## src/rtl/out_port_fifo.sv

```systemverilog
// out_port_fifo
//   Captures CPU OUT-port writes into a small first-word-fall-through FIFO.
//   An external sink drains it over a valid/ready handshake. A write that
//   arrives while the FIFO is full is dropped, and a sticky overflow flag
//   records the loss.
//
//   Optional build macro: OUT_FIFO_DEDUP_EN
//     When defined, a write whose data equals the last accepted write is
//     silently discarded. This suppresses repeated OUT of an unchanged value.
//
// Ports
//   clk       in   system clock, rising edge
//   rst       in   synchronous active-high reset
//   wr_en     in   CPU OUT strobe, one write per cycle it is high
//   wr_data   in   [DATA_W]   value on the CPU out_port
//   rd_valid  out  head entry available (!empty)
//   rd_data   out  [DATA_W]   head entry, no read latency
//   rd_ready  in   sink accepts the head this cycle
//   full      out  count == DEPTH
//   empty     out  count == 0
//   count     out  [ADDR_W+1] occupancy, 0..DEPTH
//   overflow  out  sticky: a write was dropped because the FIFO was full
//   clr_ovf   in   clears overflow (a simultaneous new drop wins)
module out_port_fifo #(
  parameter int DATA_W = 16,
  parameter int DEPTH  = 8,   // power of 2, minimum 2
  parameter int ADDR_W = 3    // log2(DEPTH)
) (
  input  logic              clk,
  input  logic              rst,
  input  logic              wr_en,
  input  logic [DATA_W-1:0] wr_data,
  output logic              rd_valid,
  output logic [DATA_W-1:0] rd_data,
  input  logic              rd_ready,
  output logic              full,
  output logic              empty,
  output logic [ADDR_W:0]   count,
  output logic              overflow,
  input  logic              clr_ovf
);

  localparam logic [ADDR_W:0]   CNT_FULL = (ADDR_W+1)'(DEPTH);
  localparam logic [ADDR_W:0]   CNT_ONE  = (ADDR_W+1)'(1);
  localparam logic [ADDR_W-1:0] PTR_ONE  = ADDR_W'(1);

  logic [DATA_W-1:0] mem [DEPTH];
  logic [ADDR_W-1:0] wr_ptr;
  logic [ADDR_W-1:0] rd_ptr;

  logic push;
  logic pop;
  logic drop;
  logic dup;

  // Status flags come only from the registered count. This leaves no
  // combinational path from wr_en to any output.
  assign empty    = (count == '0);
  assign full     = (count == CNT_FULL);
  assign rd_valid = !empty;
  assign rd_data  = mem[rd_ptr];

  // When the FIFO is full, a pop in the same cycle frees the slot for the
  // push. wr_ptr equals rd_ptr at that point, so the incoming word overwrites
  // the head that is leaving on this same edge.
  assign pop  = rd_valid && rd_ready;
  assign push = wr_en && !dup && (!full || pop);
  assign drop = wr_en && !dup && full && !pop;

`ifdef OUT_FIFO_DEDUP_EN
  logic [DATA_W-1:0] last_data;
  logic              last_vld;

  assign dup = last_vld && (wr_data == last_data);

  // Only accepted pushes update the reference value. A write dropped on
  // full leaves it untouched.
  always_ff @(posedge clk) begin
    if (rst) begin
      last_vld  <= 1'b0;
      last_data <= '0;
    end else if (push) begin
      last_vld  <= 1'b1;
      last_data <= wr_data;
    end
  end
`else
  assign dup = 1'b0;
`endif

  // NOTE: the storage array has no reset. Clearing the pointers and the count
  // is enough to discard its contents, and an unreset array maps to plain RAM.
  always_ff @(posedge clk) begin
    if (push) mem[wr_ptr] <= wr_data;
  end

  // NOTE: sequential state uses non-blocking assignments only, so every
  // register samples values from before the edge regardless of statement order.
  always_ff @(posedge clk) begin
    if (rst) begin
      wr_ptr   <= '0;
      rd_ptr   <= '0;
      count    <= '0;
      overflow <= 1'b0;
    end else begin
      if (push) wr_ptr <= wr_ptr + PTR_ONE;  // natural wrap, DEPTH is 2**ADDR_W
      if (pop)  rd_ptr <= rd_ptr + PTR_ONE;

      case ({push, pop})
        2'b10:   count <= count + CNT_ONE;
        2'b01:   count <= count - CNT_ONE;
        default: count <= count;
      endcase

      // A new drop takes priority over a clear in the same cycle.
      if (drop)         overflow <= 1'b1;
      else if (clr_ovf) overflow <= 1'b0;
    end
  end

endmodule

```

## config.mk

```make
export PLATFORM = sky130hd
export DESIGN_NAME = out_port_fifo
export DESIGN_NICKNAME = d
export VERILOG_FILES = /design/src/rtl/out_port_fifo.sv
export SDC_FILE = /design/constraint.sdc
export NUM_CORES = 1
export LEC_CHECK = 0
export CORE_UTILIZATION = 40
export DETAILED_ROUTE_END_ITERATION = 8
export PLACE_DENSITY = 0.64
export RECOVER_POWER = 100
export SLEW_MARGIN = 0
export SYNTH_ARGS = -nofsm -noshare
export SYNTH_HDL_FRONTEND = slang
export SYNTH_SLANG_ARGS = --single-unit
```

## constraint.sdc

```tcl
create_clock -name clk -period 4.2 [get_ports clk]
set_input_delay 0.63 -clock clk [delete_from_list [all_inputs] [get_ports clk]]
set_output_delay 0.63 -clock clk [all_outputs]
set_load 0.01 [all_outputs]
```

-- After elaboration in Yosys (flattened, before gate mapping)
Memories as Yosys holds them, arrays and structs flattened. A register that Yosys moved wholly into a read port is not among the register bits.
Index checks and enable logic that the tools add are counted.
- flip-flop bits (word level): 11
- memory bits (writable): 128
- memories kept: 1
- memory list (name ; words ; width ; read ports ; clocked after memory_dff ; write ports ; line ; RTL):
    mem ; 8 ; 16 ; 1 ; 1 ; 1 ; 47 ; logic [DATA_W-1:0] mem [DEPTH];
- add/subtract/negate cells: 4
- equal/unequal tests: 3
- mux-type cells: 7
- reductions and logical operators: 11
- operator list (operator ; count):
    case mux 4 bit (2 select lines) ; 1
    adder 3 x 1 -> 3 bit, second input constant ; 2
    two-way mux 3 bit ; 2
    adder 4 x 1 -> 4 bit, second input constant ; 1
    equality test 4 bit, second input constant ; 1
    logical AND 1 bit ; 4
    logical NOT 4 bit ; 1
    two-way mux 1 bit ; 4
    nonzero test 2 bit ; 2
    subtractor 4 x 1 -> 4 bit, second input constant ; 1
    logical NOT 1 bit ; 3
    equality test 2 x 1 -> 1 bit, second input constant ; 1
    equality test 2 bit, second input constant ; 1
    logical OR 1 bit ; 1

-- Longest topological paths before layout
Gate-level depths: netlist of run 1.
- word-level depth: 7
- gate-level depth with buffers: 10

-- Worst setup path before layout of run 1
OpenSTA, ideal clock, no wires.
- path kind: input port to flip-flop
- start: input port rd_ready
- end: memory mem[0][0], enable pin
- setup time: 409 ps
- data arrival time: 2353 ps
- slack: 1438 ps
- stages: 4
- path buffers: 1
- path through: buf_2 -> o21ai_2 -> or2_2 -> nor3_1
- longest elaborated chain between the ends: 5
- ends and longest elaborated chain (what ; line ; RTL):
    start, declared ; 35 ; input logic rd_ready,
    logical AND 1 bit ; 66 ; assign pop = rd_valid && rd_ready;
    logical OR 1 bit ; 67 ; assign push = wr_en && !dup && (!full || pop);
    logical AND 1 bit ; 67 ;
    two-way mux 1 bit ; 94 ; if (push) mem[wr_ptr] <= wr_data;
    two-way mux 1 bit (implied by the code) ; 94 ;
    end, declared ; 47 ;
Every way passes these cells.

==> results.sh, run 1 <==
export IMPL_cts_buffers=17
export IMPL_worstSkewPairLatency_ns=0.41
export IMPL_drv_slew=0
export IMPL_cts_hold_buffers=0
export IMPL_drv_cap=0
export IMPL_cts_root_buf="clkbuf_16"
export IMPL_yosysTopAreaCell="edfxtp_1"
export IMPL_layout_drive_gt1_share=0.228
export IMPL_rows=42
export IMPL_yosysSeqAreaShare=0.742
export IMPL_grt_pass1_vias=2893
export IMPL_crit_family="buffers and inverters"
export IMPL_crit_chain="buf_12 > mux4_2 > mux2_2 > dlygate4sd3_1"
export IMPL_synthCells=276
export IMPL_hold_depth=2
export IMPL_antenna_found_initial=1
export IMPL_cp_slowest_cell="dfxtp_1"
export IMPL_drtIter0Drc=290
export IMPL_finalCritPeriodShare=0.859
export IMPL_finalCriticalPeriod_ns=3.61
export IMPL_dpl_cell_area_mm2=0.00623
export IMPL_layout_commonest_cell="edfxtp_1"
export IMPL_finalPower_uw=3730
export IMPL_drtAntennaViolNets=0
export IMPL_worstReg2RegStart="count[2]$_SDFFE_PP0P_"
export IMPL_synth_nets=300
export IMPL_final_hold_violation_count=0
export IMPL_layout_common_cells="edfxtp_1 (128), dlygate4sd3_1 (40), mux4_2 (32)"
export IMPL_path_clk_slew_ns=0.06
export IMPL_final_setup_tns_ns=0
export IMPL_clock_skew_ns=0.00690
export IMPL_final_cell_area_mm2=0.00672
export IMPL_grt_setup_unrepaired="no"
export IMPL_hold_start="rd_ptr[1]$_SDFFE_PP0N_"
export IMPL_startpoint_type="flip-flop"
export IMPL_post_cts_buffers=0
export IMPL_viasPerCell=5.20
export IMPL_finalSetupViolCount=0
export IMPL_yosysUniqueCellTypes=34
export IMPL_syn_to_final_growth_pct=20.8
export IMPL_die_area_mm2=0.0144
export IMPL_crit_path_max_fanout=22
export IMPL_fin_ws_ns=0.593
export IMPL_cts_sinks=142
export IMPL_overflow=0
export IMPL_ys_top_cells_by_area="edfxtp_1 (69%), mux4_2 (13%), dfxtp_1 (5.0%)"
export IMPL_grt_pass1_wl_um=15800
export IMPL_cp_num_cells=4
export IMPL_max_stage_delay_ns=0.82
export IMPL_max_vdd_ir_drop_mv=0.317
export IMPL_endpoint_kind="output pin"
export IMPL_rr_endpoint="mem[0][2]$_DFFE_PP_"
export IMPL_powerDensity_mw_per_mm2=556
export IMPL_avgRoutedWirePerCell_um=18.8
export IMPL_worst_ep_arrival_time_ns=2.98
export IMPL_port_buffers=44
export IMPL_ys_warnings_count=0
export IMPL_cts_resized=0
export IMPL_nNetsFinal=357
export IMPL_ios=45
export IMPL_gp_congestion=0.675
export IMPL_hp_class="reg -> reg"
export IMPL_clockBufferDepth=2
export IMPL_synth_seq_cells=142
export IMPL_critical_path_buf_inv_count=2
export IMPL_dieWidth_um=120
export IMPL_start_util=0.415
export IMPL_synth_top_area_frac=0.691
export IMPL_drtPass1Iterations=4
export IMPL_drt_total_wl_um=9840
export IMPL_worst_pin_slew_ns=1.28
export IMPL_core_area_mm2=0.0134
export IMPL_pre_cts_ws_ns=1.36
export IMPL_maxSlewHeadroom=0.149
export IMPL_syn_area_mm2=0.00556
export IMPL_fmax_mhz=277
export IMPL_min_to="rd_ptr[1]$_SDFFE_PP0N_"
export IMPL_track_usage=0.155
export IMPL_required_ns=3.57
export IMPL_drc=0
export IMPL_reg2regPathDepth=5
export IMPL_post_dp_hpwl_um=5480
export IMPL_grt_max_degree=33
export IMPL_avgSynthCellArea_um2=20.1
export IMPL_die_y_um=120
export IMPL_p_leak_uw=0.00216
export IMPL_n_antenna_cell=0
export IMPL_crit_type="reg -> out"
export IMPL_num_vias=2714
export IMPL_status="finished, final reports clean"
export IMPL_htree_levels=4
export IMPL_rrSetupSlack_ns=1.38
export IMPL_cts_tree="yes"
## where the power goes
part,switching [uW],internal (uW),total (uW)
logic,295,417,711
clock network,519,832,1350
registers,76.9,1590,1670
total,891,2840,3730
## state kept, by name, indices dropped and copies added (netlist names), named ones only
| register | flops |
|---|---|
| overflow | 1 |
| rd_ptr | 3 |
| count | 4 |
| mem | 128 |
| wr_ptr | 3 |
## layout make-up
class	instances	area (um2)
clock buffer	26	510
tap	176	220
sequential	142	4120
timing repair buffer	54	498
fill	1105	6690
multi-input combinational	116	1320
clock inverter	6	32.5
inverter	2	7.51
## worst reg2reg max path, cell delays in order (launching register included)
cell and delay, ns:
dfxtp_1 0.54, or4b_1 0.24, o21ai_0 0.16, or2_2 0.37, nor3_1 0.15, clkbuf_1 0.96
## per-layer routing
layer	wire length [um]	vias up	part of all wire	GRT usage
li1	-	1228	-	-
met1	4440	1408	0.45	0.199
met2	4800	62	0.49	0.243
met3	414	14	0.042	0.0418
met4	163	2	0.017	0.0750
met5	13	-	0.0013	0
## worst max-delay path by stage
stage,startpoint,endpoint,slack [ns]
after CTS,flip-flop,rd_data[15],0.92
final,flip-flop,rd_data[15],0.59
after floorplan,rd_ready,mem[0][0]$_DFFE_PP_,1.44
after global routing,flip-flop,rd_data[15],0.44
after global placement,flip-flop,rd_data[15],1.38
after detailed placement,rd_ready,count[2]$_SDFFE_PP0P_,1.36
## Yosys cell counts
cell and n:
nor2_1 18, nand2_1 7, mux2_2 16, ha_1 3, mux4_2 32, nor4_1 1
nor4b_1 1, inv_1 2, edfxtp_1 128, xor2_1 3, or4_1 1, buf_4 3
mux2i_1 3, nor3_1 4, o311a_1 1, buf_6 2, o211ai_1 2, clkbuf_1 4
xnor2_1 3, buf_2 4, o41ai_2 1, o21ai_2 1, nor2b_1 3, buf_1 3
o221ai_1 1, a311oi_1 1, or2_2 1, nor3b_1 1, nand3_1 3, a211oi_2 1
nand2b_1 3, a21oi_1 4, dfxtp_1 14, or4b_4 1
## per-stage QoR
| step | hold slack (ns) | cells | util |
|---|---|---|---|
| 2_1_floorplan | 0.454 | 276 | - |
| 3_3_place_gp | 0.470 | 490 | 0.465 |
| 3_5_place_dp | 0.483 | 490 | 0.465 |
| 4_1_cts | 0.492 | 522 | 0.505 |
| 5_1_grt | 0.501 | 522 | 0.501 |
| 6_report | 0.493 | 522 | 0.501 |
## cell families (layout without fill, tap and decap cells)
family,Yosys count,in the layout,synth area share
flops,142,142,0.742
mux,51,51,0.167
simple gates,44,44,0.0389
buf+inv,18,88,0.0178
compound gates,12,12,0.0180
xor+xnor,6,6,0.00945
fa+ha+maj,3,3,0.00675
Note: power is estimated with default switching activity, not from simulation.
==> run 2, diff against run 1 <==
--- a/config.mk
+++ b/config.mk
@@ -5,9 +5,9 @@
 export SDC_FILE = /design/constraint.sdc
 export NUM_CORES = 1
 export LEC_CHECK = 0
-export CORE_UTILIZATION = 40
+export CORE_UTILIZATION = 55
 export DETAILED_ROUTE_END_ITERATION = 8
-export PLACE_DENSITY = 0.64
+export PLACE_DENSITY = 0.82
 export RECOVER_POWER = 100
 export SLEW_MARGIN = 0
 export SYNTH_ARGS = -nofsm -noshare
==> run 2 against run 1 <==
  * Global-route usage rose by 5.7 points
  * Critical endpoint is now rd_data[12]
  * Sequential power about the same
  * Via count shrank 0.26%
  * Non-clock buffer count rose by 1
  * Sequential cell count unchanged
==> results.sh, run 2 (synthesized netlist as in run 1, its figures left out) <==
export IMPL_clock_skew_ns=0.0142
export IMPL_finalCriticalPeriod_ns=3.47
export IMPL_gp_congestion=0.691
export IMPL_track_usage=0.212
export IMPL_n_antenna_cell=0
export IMPL_cts_tree="yes"
export IMPL_rows=36
export IMPL_post_dp_hpwl_um=5810
export IMPL_crit_path_max_fanout=32
export IMPL_maxSlewHeadroom=0.126
export IMPL_syn_to_final_growth_pct=18.8
export IMPL_drtPass1Iterations=4
export IMPL_n_fill_cell=663
export IMPL_grt_pass1_vias=2811
export IMPL_nNetsFinal=358
export IMPL_die_y_um=103
export IMPL_required_ns=3.57
export IMPL_worst_ep_arrival_time_ns=2.84
export IMPL_die_area_mm2=0.0105
export IMPL_worst_pin_slew_ns=1.31
export IMPL_overflow=0
export IMPL_worstSkewPairLatency_ns=0.51
export IMPL_intPower_uw=2710
export IMPL_status="finished, final reports clean"
export IMPL_largest_reg_flops=128
export IMPL_ios=45
export IMPL_drv_slew=0
export IMPL_seqPwrFrac=0.455
export IMPL_p_sw_uw=907
export IMPL_hp_class="reg -> reg"
export IMPL_antenna_found_initial=0
export IMPL_grt_max_degree=33
export IMPL_finalCritPeriodShare=0.827
export IMPL_fmax_mhz=288
export IMPL_drc=0
export IMPL_grt_pass1_wl_um=15100
export IMPL_finalSetupViolCount=0
export IMPL_dieWidth_um=103
export IMPL_viasPerCell=5.65
export IMPL_fin_cells=479
export IMPL_top_register="mem"
export IMPL_post_cts_buffers=0
export IMPL_cts_resized=0
export IMPL_p_sw_frac=0.251
export IMPL_startpoint_type="flip-flop"
export IMPL_drt_total_wl_um=9960
export IMPL_largestRegisters="mem x128, count x4"
export IMPL_clockPowerShare=0.342
export IMPL_core_area_mm2=0.00977
export IMPL_p_leak_uw=0.00213
export IMPL_cts_root_buf="clkbuf_8"
export IMPL_path_clk_slew_ns=0.06
export IMPL_layout_common_cells="edfxtp_1 (128), dlygate4sd3_1 (40), mux4_2 (32)"
export IMPL_start_util=0.569
export IMPL_final_setup_tns_ns=0
export IMPL_dp_cells=448
export IMPL_grt_setup_unrepaired="no"
export IMPL_drv_cap=0
export IMPL_final_hold_violation_count=0
export IMPL_drtIter0Drc=148
export IMPL_cts_buffers=17
export IMPL_htree_levels=4
export IMPL_port_buffers=44
export IMPL_num_vias=2707
export IMPL_avgRoutedWirePerCell_um=20.8
export IMPL_power_frac_comb=0.203
export IMPL_max_vdd_ir_drop_mv=0.392
export IMPL_clockBufferDepth=2
export IMPL_drtAntennaViolNets=0
export IMPL_layout_drive_gt1_share=0.234
export IMPL_cts_hold_buffers=0
export IMPL_cts_sinks=142
export IMPL_powerDensity_mw_per_mm2=547
export IMPL_rrSetupSlack_ns=1.37
export IMPL_crit_type="reg -> out"
export IMPL_endpoint_kind="output pin"
export IMPL_layout_commonest_cell="edfxtp_1"
-- run 2: cell types whose count changed in the layout (fill, tap and decap cells not counted), sizes merged --
cell      before  now
clkinv         5   10
clkinvlp       1    3
clkbuf        34   27
-- run 2: power by group through the flow --
stage / clock (uW) / combinational [uW] / sequential, uW
2_1_floorplan: 0 / 556 / 1650
3_3_place_gp: 0 / 773 / 1670
3_5_place_dp: 0 / 790 / 1680
4_1_cts: 1260 / 796 / 1650
5_1_grt: 1320 / 795 / 1650
6_report: 1230 / 735 / 1650
-- run 2: cell type report --
| class | count | area (um2) | share of cell area |
|---|---|---|---|
| flip-flops and latches | 142 | 4130 | 0.624 |
| multi-input cells | 116 | 1320 | 0.200 |
| inverters | 2 | 7.51 | 0.00114 |
| repair buffers | 55 | 489 | 0.0741 |
| well taps | 133 | 166 | 0.0252 |
| clock inverters | 13 | 77.6 | 0.0117 |
| clock buffers | 18 | 418 | 0.0633 |
-- run 2: critical path, cell delays in order, from the launching register on --
cell and delay [ns]:
dfxtp_2 0.31, buf_4 0.51, mux4_2 0.59, mux2_2 0.29
dlygate4sd3_1 0.61
-- run 2: through the flow --
step / power [uW] / setup slack, ns / hold slack, ns / utilization / area, um2
3_3_place_gp: 2450 / 1.23 / 0.470 / 0.631 / 6170
5_1_grt: 3770 / 0.558 / 0.523 / 0.676 / 6610
3_5_place_dp: 2470 / 1.13 / 0.486 / 0.631 / 6170
4_1_cts: 3700 / 0.761 / 0.496 / 0.682 / 6670
2_1_floorplan: 2200 / 1.44 / 0.454 / - / 5560
6_report: 3620 / 0.726 / 0.493 / 0.676 / 6610
-- run 2: final timing paths --
path	from	to	depth (start not counted)
setup / recovery	flip-flop	rd_data[12]	4
hold / removal	rd_ptr[1]$_SDFFE_PP0N_	flip-flop	2
setup reg to reg	count[1]$_SDFFE_PP0P_	mem[2][6]$_DFFE_PP_	5
hold reg to reg	rd_ptr[1]$_SDFFE_PP0N_	flip-flop	2
-- run 2: per-layer routing --
| layer | wire [um] | track usage | share of wire | vias up |
|---|---|---|---|---|
| met3 | 457 | 0.0590 | 0.046 | 7 |
| met1 | 3990 | 0.260 | 0.40 | 1389 |
| met5 | 0 | 0 | 0 | - |
| li1 | - | - | - | 1230 |
| met4 | 106 | 0.102 | 0.011 | 0 |
| met2 | 5410 | 0.350 | 0.54 | 81 |
==> run 3, diff against run 2 <==
==> constraint.sdc (replaced) <==
create_clock -name clk -period 3.3 [get_ports clk]
set_input_delay 0.495 -clock clk [delete_from_list [all_inputs] [get_ports clk]]
set_output_delay 0.495 -clock clk [all_outputs]
set_load 0.01 [all_outputs]
==> run 3 against run 2 <==
  * Critical path depth unchanged
  * Worst setup slack worse by 0.51 ns
  * Sequential share of layout area down 1.4 points
  * Clock skew down 0.0092 ns
  * Worst hold slack worse by 0.0032 ns
  * Power up 39%
  * Critical path type unchanged
  * Critical endpoint is now rd_data[11]
  * Largest power group unchanged
  * Highest routed layer unchanged
==> results.sh, run 3 (synthesized netlist as in run 1, its figures left out) <==
export IMPL_worstReg2RegStart="count[2]$_SDFFE_PP0P_"
export IMPL_grt_pass1_vias=2771
export IMPL_hold_depth=2
export IMPL_hp_class="reg -> reg"
export IMPL_endpoint_kind="output pin"
export IMPL_pre_cts_ws_ns=0.607
export IMPL_dp_cells=454
export IMPL_layout_drive_gt1_share=0.231
export IMPL_final_hold_violation_count=0
export IMPL_finalCriticalPeriod_ns=3.08
export IMPL_drtPass1Iterations=4
export IMPL_fin_cells=484
export IMPL_worstSkewPairLatency_ns=0.51
export IMPL_final_setup_tns_ns=0
export IMPL_drv_cap=0
export IMPL_cp_num_cells=4
export IMPL_min_to="rd_ptr[1]$_SDFFE_PP0N_"
export IMPL_crit_type="reg -> out"
export IMPL_cp_slowest_cell="dlygate4sd3_1"
export IMPL_drtAntennaViolNets=0
export IMPL_drt_total_wl_um=10500
export IMPL_dieWidth_um=103
export IMPL_cts_root_buf="clkbuf_8"
export IMPL_fmax_mhz=325
export IMPL_final_util=0.691
export IMPL_ios=45
export IMPL_maxSlewHeadroom=0.376
export IMPL_largestRegisters="mem x128, count x4"
export IMPL_finalCritPeriodShare=0.933
export IMPL_num_vias=2838
export IMPL_reg2regPathDepth=5
export IMPL_grt_pass1_wl_um=15600
export IMPL_nNetsFinal=364
export IMPL_fin_ws_ns=0.220
export IMPL_core_area_mm2=0.00977
export IMPL_htree_levels=4
export IMPL_rows=36
export IMPL_clock_skew_ns=0.00503
export IMPL_post_dp_hpwl_um=6190
export IMPL_p_leak_uw=0.00219
export IMPL_layout_common_cells="edfxtp_1 (128), mux4_2 (32), dlygate4sd3_1 (31)"
export IMPL_rr_endpoint="mem[0][6]$_DFFE_PP_"
export IMPL_required_ns=2.80
export IMPL_viasPerCell=5.86
export IMPL_grt_max_degree=33
export IMPL_worst_pin_slew_ns=0.935
export IMPL_path_clk_slew_ns=0.06
export IMPL_cts_tree="yes"
export IMPL_die_y_um=103
export IMPL_finalSetupViolCount=0
export IMPL_startpoint_type="flip-flop"
export IMPL_crit_family="buffers and inverters"
export IMPL_clockBufferDepth=2
export IMPL_gp_congestion=0.725
export IMPL_max_vdd_ir_drop_mv=0.537
export IMPL_post_cts_buffers=0
export IMPL_cts_buffers=17
export IMPL_crit_chain="buf_12 > mux4_2 > mux2_2 > dlygate4sd3_1"
export IMPL_critical_path_buf_inv_count=2
export IMPL_top_register="mem"
export IMPL_drtIter0Drc=132
export IMPL_hold_start="rd_ptr[1]$_SDFFE_PP0N_"
export IMPL_syn_to_final_growth_pct=21.5
export IMPL_antenna_found_initial=0
export IMPL_status="finished, final reports clean"
export IMPL_cts_hold_buffers=0
export IMPL_layout_commonest_cell="edfxtp_1"
export IMPL_rrSetupSlack_ns=0.45
export IMPL_overflow=0
export IMPL_track_usage=0.220
export IMPL_drv_slew=0
export IMPL_crit_path_max_fanout=30
export IMPL_powerDensity_mw_per_mm2=744
export IMPL_largest_reg_flops=128
export IMPL_drc=0
export IMPL_avgRoutedWirePerCell_um=21.8
export IMPL_die_area_mm2=0.0105
export IMPL_grt_setup_unrepaired="no"
export IMPL_cts_sinks=142
export IMPL_port_buffers=44
export IMPL_cts_resized=0
export IMPL_start_util=0.569
export IMPL_worst_ep_arrival_time_ns=2.59
export IMPL_max_stage_delay_ns=0.60
export IMPL_n_antenna_cell=0
-- run 3: cell count changes in the layout (fill, tap and decap cells not counted), sizes merged --
cell	delta
clkinv	-6
clkdlybuf4s50	+9
dlygate4sd3	-9
clkbuf	+6
bufinv	+5
-- run 3: worst max path at each step --
| stage | from | slack (ns) | endpoint |
|---|---|---|---|
| 2_1_floorplan | rd_ready | 0.67 | mem[0][0]$_DFFE_PP_ |
| 3_3_place_gp | rd_ready | 0.69 | count[2]$_SDFFE_PP0P_ |
| 6_report | flip-flop | 0.22 | rd_data[11] |
| 3_5_place_dp | rd_ready | 0.61 | count[2]$_SDFFE_PP0P_ |
| 4_1_cts | flip-flop | 0.24 | rd_data[10] |
| 5_1_grt | flip-flop | 0.09 | rd_data[11] |
-- run 3: per-layer routing --
| metal | vias up | wire (um) | GRT usage |
|---|---|---|---|
| li1 | 1244 | - | - |
| met1 | 1467 | 4300 | 0.284 |
| met2 | 109 | 5480 | 0.356 |
| met3 | 18 | 586 | 0.0576 |
| met4 | 0 | 186 | 0.0945 |
| met5 | - | 0 | 0 |
-- run 3: per-stage QoR --
stage               hold WS (ns)  total power [uW]  area [um2]
floorplan                  0.454              2810        5560
global placement           0.470              3130        6250
detailed placement         0.484              3150        6250
CTS                        0.495              5130        6870
global route               0.513              5230        6760
finish                     0.490              5030        6760
-- run 3: layout make-up --
class	count	area, um2
clock buffers	18	418
clock inverters	12	195
fillers	640	3020
inverters	2	7.51
multi-input cells	116	1320
flip-flops and latches	142	4130
well taps	133	166
repair buffers	61	528
-- run 3: tightest hold or removal path: stages, from the launching register on --
cell	delay, ns
dfxtp_1	0.31
nand2_1	0.05
a21oi_1	0.07
-- run 3: where the power goes --
part	internal, uW	switching [uW]
Combinational	545	408
Sequential	2030	75.1
Clock	1290	681
